===== src/rtl/object_raster_scanner.sv =====
`default_nettype none
// +--------------------------------------------------------------------------+
// | object_raster_scanner: VGA raster counters, sync and 8-object hit test.  |
// | Optional macro SCREEN_SNAPSHOT_EN latches object coordinates per frame.  |
// | Revision: 1.0                                                            |
// +--------------------------------------------------------------------------+
module object_raster_scanner #(
    parameter int PIX_DIV      = 2,
    parameter int H_ACTIVE     = 640,
    parameter int H_TOTAL      = 800,
    parameter int H_SYNC_START = 656,
    parameter int H_SYNC_END   = 752,
    parameter int V_ACTIVE     = 480,
    parameter int V_TOTAL      = 525,
    parameter int V_SYNC_START = 490,
    parameter int V_SYNC_END   = 492,
    parameter int OBJ_W        = 32,
    parameter int OBJ_H        = 32
) (
    input  logic        clock,
    input  logic        reset,
    input  logic [31:0] obj_x_1,
    input  logic [31:0] obj_x_2,
    input  logic [31:0] obj_x_3,
    input  logic [31:0] obj_x_4,
    input  logic [31:0] obj_x_5,
    input  logic [31:0] obj_x_6,
    input  logic [31:0] obj_x_7,
    input  logic [31:0] obj_x_8,
    input  logic [31:0] obj_y_1,
    input  logic [31:0] obj_y_2,
    input  logic [31:0] obj_y_3,
    input  logic [31:0] obj_y_4,
    input  logic [31:0] obj_y_5,
    input  logic [31:0] obj_y_6,
    input  logic [31:0] obj_y_7,
    input  logic [31:0] obj_y_8,
    output logic        pixel_tick,
    output logic [9:0]  pix_x,
    output logic [9:0]  pix_y,
    output logic        active_video,
    output logic        hsync,
    output logic        vsync,
    output logic [7:0]  hit_mask,
    output logic        hit_any,
    output logic [2:0]  hit_index,
    output logic [31:0] screen_end
);

    localparam int DIV_W = (PIX_DIV > 1) ? $clog2(PIX_DIV) : 1;
    localparam logic [DIV_W-1:0] c_div_last = DIV_W'(PIX_DIV - 1);
    localparam logic [9:0]  c_h_last     = 10'(H_TOTAL - 1);
    localparam logic [9:0]  c_v_last     = 10'(V_TOTAL - 1);
    localparam logic [9:0]  c_h_active   = 10'(H_ACTIVE);
    localparam logic [9:0]  c_v_active   = 10'(V_ACTIVE);
    localparam logic [9:0]  c_h_sync_beg = 10'(H_SYNC_START);
    localparam logic [9:0]  c_h_sync_end = 10'(H_SYNC_END);
    localparam logic [9:0]  c_v_sync_beg = 10'(V_SYNC_START);
    localparam logic [9:0]  c_v_sync_end = 10'(V_SYNC_END);
    localparam logic [10:0] c_obj_w      = 11'(OBJ_W);
    localparam logic [10:0] c_obj_h      = 11'(OBJ_H);

    logic [DIV_W-1:0] div_q;
    logic [9:0]       h_q, v_q, h_d, v_d;
    logic             tick_q, active_q, hsync_q, vsync_q, any_q, blank_q;
    logic [7:0]       mask_q;
    logic [2:0]       idx_q;

    logic             w_tick, w_h_wrap, w_v_wrap, w_frame_wrap, w_in_active;
    logic [10:0]      w_h11, w_v11;
    logic [7:0]       w_hit;
    logic [2:0]       w_idx;
    logic [31:0]      w_in_x [8];
    logic [31:0]      w_in_y [8];
    logic [31:0]      w_eff_x [8];
    logic [31:0]      w_eff_y [8];

    assign w_in_x = '{obj_x_1, obj_x_2, obj_x_3, obj_x_4, obj_x_5, obj_x_6, obj_x_7, obj_x_8};
    assign w_in_y = '{obj_y_1, obj_y_2, obj_y_3, obj_y_4, obj_y_5, obj_y_6, obj_y_7, obj_y_8};

    assign w_tick       = (div_q == c_div_last);
    assign w_h_wrap     = (h_q == c_h_last);
    assign w_v_wrap     = (v_q == c_v_last);
    assign w_frame_wrap = w_h_wrap & w_v_wrap;
    assign h_d          = w_h_wrap ? 10'd0 : h_q + 10'd1;
    assign v_d          = w_h_wrap ? (w_v_wrap ? 10'd0 : v_q + 10'd1) : v_q;
    assign w_h11        = {1'b0, h_d};
    assign w_v11        = {1'b0, v_d};
    assign w_in_active  = (h_d < c_h_active) & (v_d < c_v_active);

`ifdef SCREEN_SNAPSHOT_EN
    logic [31:0] snap_x_q [8];
    logic [31:0] snap_y_q [8];

    always_ff @(posedge clock) begin
        if (reset) begin
            for (int i = 0; i < 8; i++) begin
                snap_x_q[i] <= '1;
                snap_y_q[i] <= '1;
            end
        end else if (w_tick && w_frame_wrap) begin
            snap_x_q <= w_in_x;
            snap_y_q <= w_in_y;
        end
    end

    // Pixel (0,0) is tested on the capture edge itself, so it must see the
    // values being captured or the new frame would start with a stale pixel.
    always_comb begin
        for (int i = 0; i < 8; i++) begin
            w_eff_x[i] = (w_tick && w_frame_wrap) ? w_in_x[i] : snap_x_q[i];
            w_eff_y[i] = (w_tick && w_frame_wrap) ? w_in_y[i] : snap_y_q[i];
        end
    end
`else
    assign w_eff_x = w_in_x;
    assign w_eff_y = w_in_y;
`endif

    for (genvar gi = 0; gi < 8; gi++) begin : g_obj
        logic [10:0] w_ox, w_oy;
        logic        w_shown, w_unused_hi;
        assign w_ox        = {1'b0, w_eff_x[gi][9:0]};
        assign w_oy        = {1'b0, w_eff_y[gi][9:0]};
        assign w_shown     = ~w_eff_x[gi][31] & ~w_eff_y[gi][31];
        assign w_unused_hi = ^{w_eff_x[gi][30:10], w_eff_y[gi][30:10]};
        assign w_hit[gi]   = w_shown & w_in_active
                           & (w_h11 >= w_ox) & (w_h11 < w_ox + c_obj_w)
                           & (w_v11 >= w_oy) & (w_v11 < w_oy + c_obj_h);
    end

    always_comb begin
        w_idx = 3'd0;
        for (int i = 7; i >= 0; i--) begin
            if (w_hit[i]) w_idx = 3'(i);
        end
    end

    // All outputs describe the post-advance counter value, updated together.
    always_ff @(posedge clock) begin
        if (reset) begin
            div_q    <= '0;
            h_q      <= '0;
            v_q      <= '0;
            tick_q   <= 1'b0;
            active_q <= 1'b0;
            hsync_q  <= 1'b1;
            vsync_q  <= 1'b1;
            mask_q   <= '0;
            any_q    <= 1'b0;
            idx_q    <= '0;
            blank_q  <= 1'b0;
        end else begin
            tick_q <= w_tick;
            div_q  <= w_tick ? '0 : div_q + 1'b1;
            if (w_tick) begin
                h_q      <= h_d;
                v_q      <= v_d;
                active_q <= w_in_active;
                hsync_q  <= ~((h_d >= c_h_sync_beg) & (h_d < c_h_sync_end));
                vsync_q  <= ~((v_d >= c_v_sync_beg) & (v_d < c_v_sync_end));
                mask_q   <= w_hit;
                any_q    <= |w_hit;
                idx_q    <= w_idx;
                blank_q  <= (v_d >= c_v_active);
            end
        end
    end

    assign pixel_tick   = tick_q;
    assign pix_x        = h_q;
    assign pix_y        = v_q;
    assign active_video = active_q;
    assign hsync        = hsync_q;
    assign vsync        = vsync_q;
    assign hit_mask     = mask_q;
    assign hit_any      = any_q;
    assign hit_index    = idx_q;
    assign screen_end   = {31'd0, blank_q};

endmodule
`default_nettype wire


===== config.mk =====
export PLATFORM = sky130hd
export DESIGN_NAME = object_raster_scanner
export DESIGN_NICKNAME = d
export VERILOG_FILES = /design/src/rtl/object_raster_scanner.sv
export SDC_FILE = /design/constraint.sdc
export NUM_CORES = 1
export LEC_CHECK = 0
export CAP_MARGIN = 20
export CORE_AREA = 2 2 230 232
export CTS_CLUSTER_SIZE = 14
export DETAILED_ROUTE_END_ITERATION = 10
export DIE_AREA = 0 0 232 234
export GPL_TIMING_DRIVEN = 0
export SETUP_SLACK_MARGIN = 0.15
export SYNTH_ARGS = -nofsm -noshare
export SYNTH_HDL_FRONTEND = slang
export SYNTH_SLANG_ARGS = --single-unit

===== constraint.sdc =====
create_clock -name clock -period 7.52 [get_ports clock]
set_input_delay 1.504 -clock clock [delete_from_list [all_inputs] [get_ports clock]]
set_output_delay 1.504 -clock clock [all_outputs]
set_load 0.1 [all_outputs]

; ---- Word-level counts from Yosys, hierarchy flattened
; Cells that the tools add are included.
[op_classes]
n_addsub = 19
order_cmp = 39
n_eq_ne = 2
n_mux = 11
bitwise = 69
reduce_logical = 2
[op_table]
columns = cell, count
row1 = 10-bit by 6-bit adder with 11-bit output (second input constant), 16
row2 = 10-bit by 11-bit < comparator with 1-bit output, 16
row3 = 10-bit greater-or-equal comparator, 16
row4 = 1-bit bitwise AND, 51
row5 = 10-bit 2-to-1 mux, 3
row6 = 3-bit 2-to-1 mux, 8
row7 = 10-bit by 1-bit adder with 10-bit output (second input constant), 2
row8 = 10-bit == test (second input constant), 2
row9 = 10-bit by 9-bit greater-or-equal comparator with 1-bit output (second input constant), 2
row10 = 10-bit < comparator (second input constant), 2
row11 = 10-bit by 9-bit < comparator with 1-bit output (second input constant), 2
row12 = 1-bit inverter, 18
row13 = 10-bit greater-or-equal comparator (second input constant), 1
row14 = 8-bit OR reduction, 1
row15 = 2-bit OR reduction, 1
row16 = 1-bit adder (second input constant), 1
[word_totals]
regBits = 38
inputBits = 514
out_inout_bits = 68
elab_cells = 153

; ---- Depth between registers and ports, before layout
[logic_depth]
depth_word = 18
depth_mapped = 20
mapped_depth_nobuf = 18

; ---- Least setup slack after synthesis
; OpenSTA, ideal clock, no wires.
[synth_timing]
path_type = flip-flop to flip-flop
from = reg h_q[0] (netlist: pix_x[0])
to = reg idx_q[1] (netlist: hit_index[1])
t_arrival_ns = 5.302
required_time_ns = 7.402
setup_slack_ns = 2.100
stages_incl_launch_ff = 16
path_buffers = 2
synth_period_minus_slack_ns = 5.420
cell_sequence = dfxtp_1 ha_1 nand4_2 or4_4 buf_6 clkbuf_1 nor4_1 xnor2_1 ha_1 or4_1 a221oi_1 a21oi_1 or4_1 o21ai_0 nor2_1 a22o_1
[synth_between]
elab_chain_cells = 17
word_cells_on_any_way = 87
cone_classes = 1 x add/sub / 34 x order compare / 1 x eq/ne / 10 x mux / 41 x bitwise
[synth_lines]
columns = element, line_no
row1 = start: declaration, 64  ; logic [9:0] h_q, v_q, h_d, v_d;
row2 = start signal: assignment, 143  ; h_q <= '0;
row3 = start signal: assignment, 157  ; h_q <= h_d;
row4 = 10-bit == test *, 82  ; assign w_h_wrap = (h_q == c_h_last);
row5 = 10-bit 2-to-1 mux *, 86  ; assign v_d = w_h_wrap ? (w_v_wrap ? 10'd0 : v_q + 10'd1) : v_q;
row6 = via v_d[8], 64
row7 = 10-bit by 9-bit < comparator with 1-bit output, 89  ; assign w_in_active = (h_d < c_h_active) & (v_d < c_v_active);
row8 = 1-bit bitwise AND, 89
row9 = 1-bit bitwise AND, 127  ; assign w_hit[gi] = w_shown & w_in_active
row10 = 1-bit bitwise AND (2 in series), 128  ; & (w_h11 >= w_ox) & (w_h11 < w_ox + c_obj_w)
row11 = 1-bit bitwise AND (2 in series), 129  ; & (w_v11 >= w_oy) & (w_v11 < w_oy + c_obj_h);
row12 = 3-bit 2-to-1 mux (7 in series), 135  ; if (w_hit[i]) w_idx = 3'(i);
row13 = 3-bit 2-to-1 mux *, 135
row14 = end signal: assignment, 164  ; idx_q <= w_idx;
row15 = end: declaration, 67  ; logic [2:0] idx_q;
; Mark *: on every way through the listed nets, which the timed path passes. The rest lies on a longest branch.
; A chain may end at the register's enable or synchronous reset.

; ---- Final worst setup path
; Ends and elaborated chain as after synthesis.

==> results.ini <==
[timing]
post-route-min-period_ps=5609
max_clock_freq_mhz=178.3
timing.setup.tns_ps=0
finalSetupViolCount=0
period_share_pct=74.59
hold_viol_final=0
rsz0062_at_grt=false
maxSlewHeadroom_pct=25.18
report.final.slew_viol_count=0
tightestPinTransition_ps=1119
skew_ps=8.458

[yosys]
netlist_area_sq_um=9387
yosysSeqAreaShare_pct=8.105
avgSynthCellArea_sq_um=7.770
synthTopCellsByArea=ha_1, dfxtp_1, inv_1, xnor2_1, nand3_1
synth_cell_types=69
yosys_warnings=0
syn-instance-count=1208
synth.largest_area_cell=ha_1
synthFlopType=dfxtp_1
async_flop_share_pct=0
synth-seq-cells=38
synth_top_area_share_pct=34.66
synth_edf_count=0

[setup_path]
critPathMaxFanout=10
crit_chain=ha_1 > nand4_2 > or4_4 > buf_6 > clkbuf_1 > nor4_1 > xnor2_2 > buf_6 > ha_1 > o21a_1 > o22ai_1 > a21oi_1 > a2111oi_0 > o21ai_0 > nor4b_4 > o31ai_1 > a22o_1
rrSetupSlack_ps=1910
r2r-end=hit_index[1]$_SDFFE_PP0P_
crit_type=reg2reg
r2r_cells=17
critical-path-slowest-cell=nor4_1
max_stage_delay_ps=580
worstSetupEndpointType=flop
cp-start-kind=flop
reg2reg_from=pix_x[0]$_SDFFE_PP0P_
crit_required_ps=7700
critPathArrivalTime_ps=5790

[place]
portBuffers=214
gp_congestion=0.8464
dpl.cell_count=2154
dp_hpwl_microns=31450
place_area_sq_um=12840

[power]
finalPower_mw=0.9585
ir_drop_mv=0.08415
power.leakage_nw=6.271
powerDensity_nw_per_um2=73.77

[cells_and_area]
layout_common_cells=ha_1, clkdlybuf4s50_1, inv_1
final_common_cell=ha_1
final_area_sq_um=12990
drive_gt1_share_pct=5.834
multi_input_area_sq_um=7825
final_core_util_pct=24.97
final_nets=2247
num-fill-cells=5626
area_growth_pct=38.42
num_antenna_cells=0
seq_area_sq_um=760.7
fin_cells=2162

[global_routing]
grt_pass1_vias=9736
grt_usage_pct=13.16
grt_pass1_wl_microns=54480
met2_usage_pct=22.93
grt_max_degree=22
grt_antenna_before_repair=2
busiest_layer=met2
use_met3_pct=2.286
grt_overflow=0
grtUsageMet1_pct=16.23

[clock_network]
cts_buffer_depth=2
clock_latency_ps=290
clkSinkCount=38
cts.hold.buffers_added=0
cts_resized=0
clk_pin_slew_worst_paths_ps=60
numCtsBuffers=5
post_cts.repair.setup_buffers=0
cts-root-buf=clkbuf_16
cts_tree=done
htreeDepth=2

[detailed_routing]
vias=9660
drc=0
wire_per_inst_microns=16.88
ant_nets=0
drt_iter0_markers=463
drt-total-wl_microns=36490
drt_pre_antenna_iters=5
viasPerCell=4.468

[floorplan]
ios=582
die_y_microns=234
die_area_sq_um=54290
initial_core_util_pct=18.04
row_count=84
core_area_sq_um=52020
fp.dieW_microns=232

[hold_path]
hold_depth=2
hp-class=reg2reg
worst_hold_path.endpoint=active_video$_SDFFE_PP0P_
min_from=active_video$_SDFFE_PP0P_

[job]
maxCapViolCount=0

[run_status]
outcome=complete, no violations

-- stage by stage --
step           hold slack [ps]  worst slack (ps)
4_1_cts                  459.5              1892
5_1_grt                  501.1              1408
3_5_place_dp             451.7              1928
3_3_place_gp             452.3            -325.4
6_report                 457.4              1911
2_1_floorplan            463.4              2100
-- worst max-delay path: cells and delay by family (launching register included) --
kind            cells  cell delay (ps)
flops               1              490
compound gates      7             1380
fa+ha+maj           2              630
buf+inv             3              690
simple gates        4             1900
xor+xnor            1              390
-- worst max-delay path by stage --
stage | start | end | slack (ps) | depth (start not counted)
detailed placement | pix_x[0]$_SDFFE_PP0P_ | hit_index[1]$_SDFFE_PP0P_ | 1930 | 20
floorplan | pix_x[0]$_SDFFE_PP0P_ | hit_index[1]$_SDFFE_PP0P_ | 2100 | 15
global placement | pix_x[0]$_SDFFE_PP0P_ | hit_index[1]$_SDFFE_PP0P_ | -330 | 12
CTS | pix_x[0]$_SDFFE_PP0P_ | hit_index[1]$_SDFFE_PP0P_ | 1890 | 18
global route | pix_x[0]$_SDFFE_PP0P_ | hit_index[1]$_SDFFE_PP0P_ | 1410 | 20
finish | pix_x[0]$_SDFFE_PP0P_ | hit_index[1]$_SDFFE_PP0P_ | 1910 | 17
-- sequential cells by signal, summed over array words and instances (netlist names) --
register / flops
vsync: 1
active_video: 1
pixel_tick: 1
pix_y: 10
hit_any: 1
pix_x: 10
hsync: 1
hit_mask: 8
blank_q: 1
div_q: 1
hit_index: 3
-- final cells by class --
type | count | share of cell area [%]
repair buffers | 228 | 18.17
clock inverters | 2 | 0.09630
clock buffers | 6 | 1.069
well taps | 688 | 6.626
inverters | 192 | 5.547
flip-flops and latches | 38 | 5.855
plain buffers | 49 | 2.408
multi-input cells | 959 | 60.23
-- report_power, final --
part | leakage [nW] | total, mW | switching (mW) | internal, mW
clock | 0.0729 | 0.217 | 0.0858 | 0.131
sequential | 0.308 | 0.211 | 0.00597 | 0.205
combinational | 5.89 | 0.530 | 0.302 | 0.228
-- metal layers --
metal	up-vias	routed length [microns]	share of wire [%]
met3	54	2155	5.9
li1	4841	-	-
met1	4454	16080	44
met5	-	13	0.036
met4	2	1272	3.5
met2	309	16960	46
-- cells in the mapped netlist (5+ instances only) --
| cell type | instances |
|---|---|
| a221oi_1 | 6 |
| nor4_1 | 14 |
| o22ai_1 | 8 |
| o21a_1 | 34 |
| or3_1 | 5 |
| ha_1 | 260 |
| nor2_1 | 52 |
| nand4_1 | 13 |
| a31oi_1 | 10 |
| nand3_1 | 60 |
| or4_1 | 10 |
| nor2b_1 | 25 |
| a21o_1 | 27 |
| a211o_1 | 5 |
| o31ai_1 | 5 |
| o211ai_1 | 15 |
| nand2_1 | 38 |
| nor3_1 | 24 |
| a211oi_1 | 17 |
| a21boi_0 | 7 |
| a21oi_1 | 56 |
| xor2_1 | 7 |
| clkbuf_1 | 14 |
| o21ai_0 | 59 |
| dfxtp_1 | 38 |
| buf_4 | 32 |
| and3_1 | 6 |
| nand2b_1 | 22 |
| inv_1 | 190 |
| mux2i_1 | 10 |
| a2111oi_0 | 15 |
| o2111ai_1 | 9 |
| a22o_1 | 7 |
| xnor2_1 | 57 |
-- kinds of logic after synthesis --
group | count (synthesis) | share of synthesized area, %
compound gates | 304 | 22.30
simple gates | 288 | 16.61
fa+ha+maj | 260 | 34.66
buf+inv | 241 | 11.01
xor+xnor | 64 | 5.972
flops | 38 | 8.105
mux | 12 | 1.306
other cells | 1 | 0.03995
Note: power is estimated with default switching activity, not from simulation.
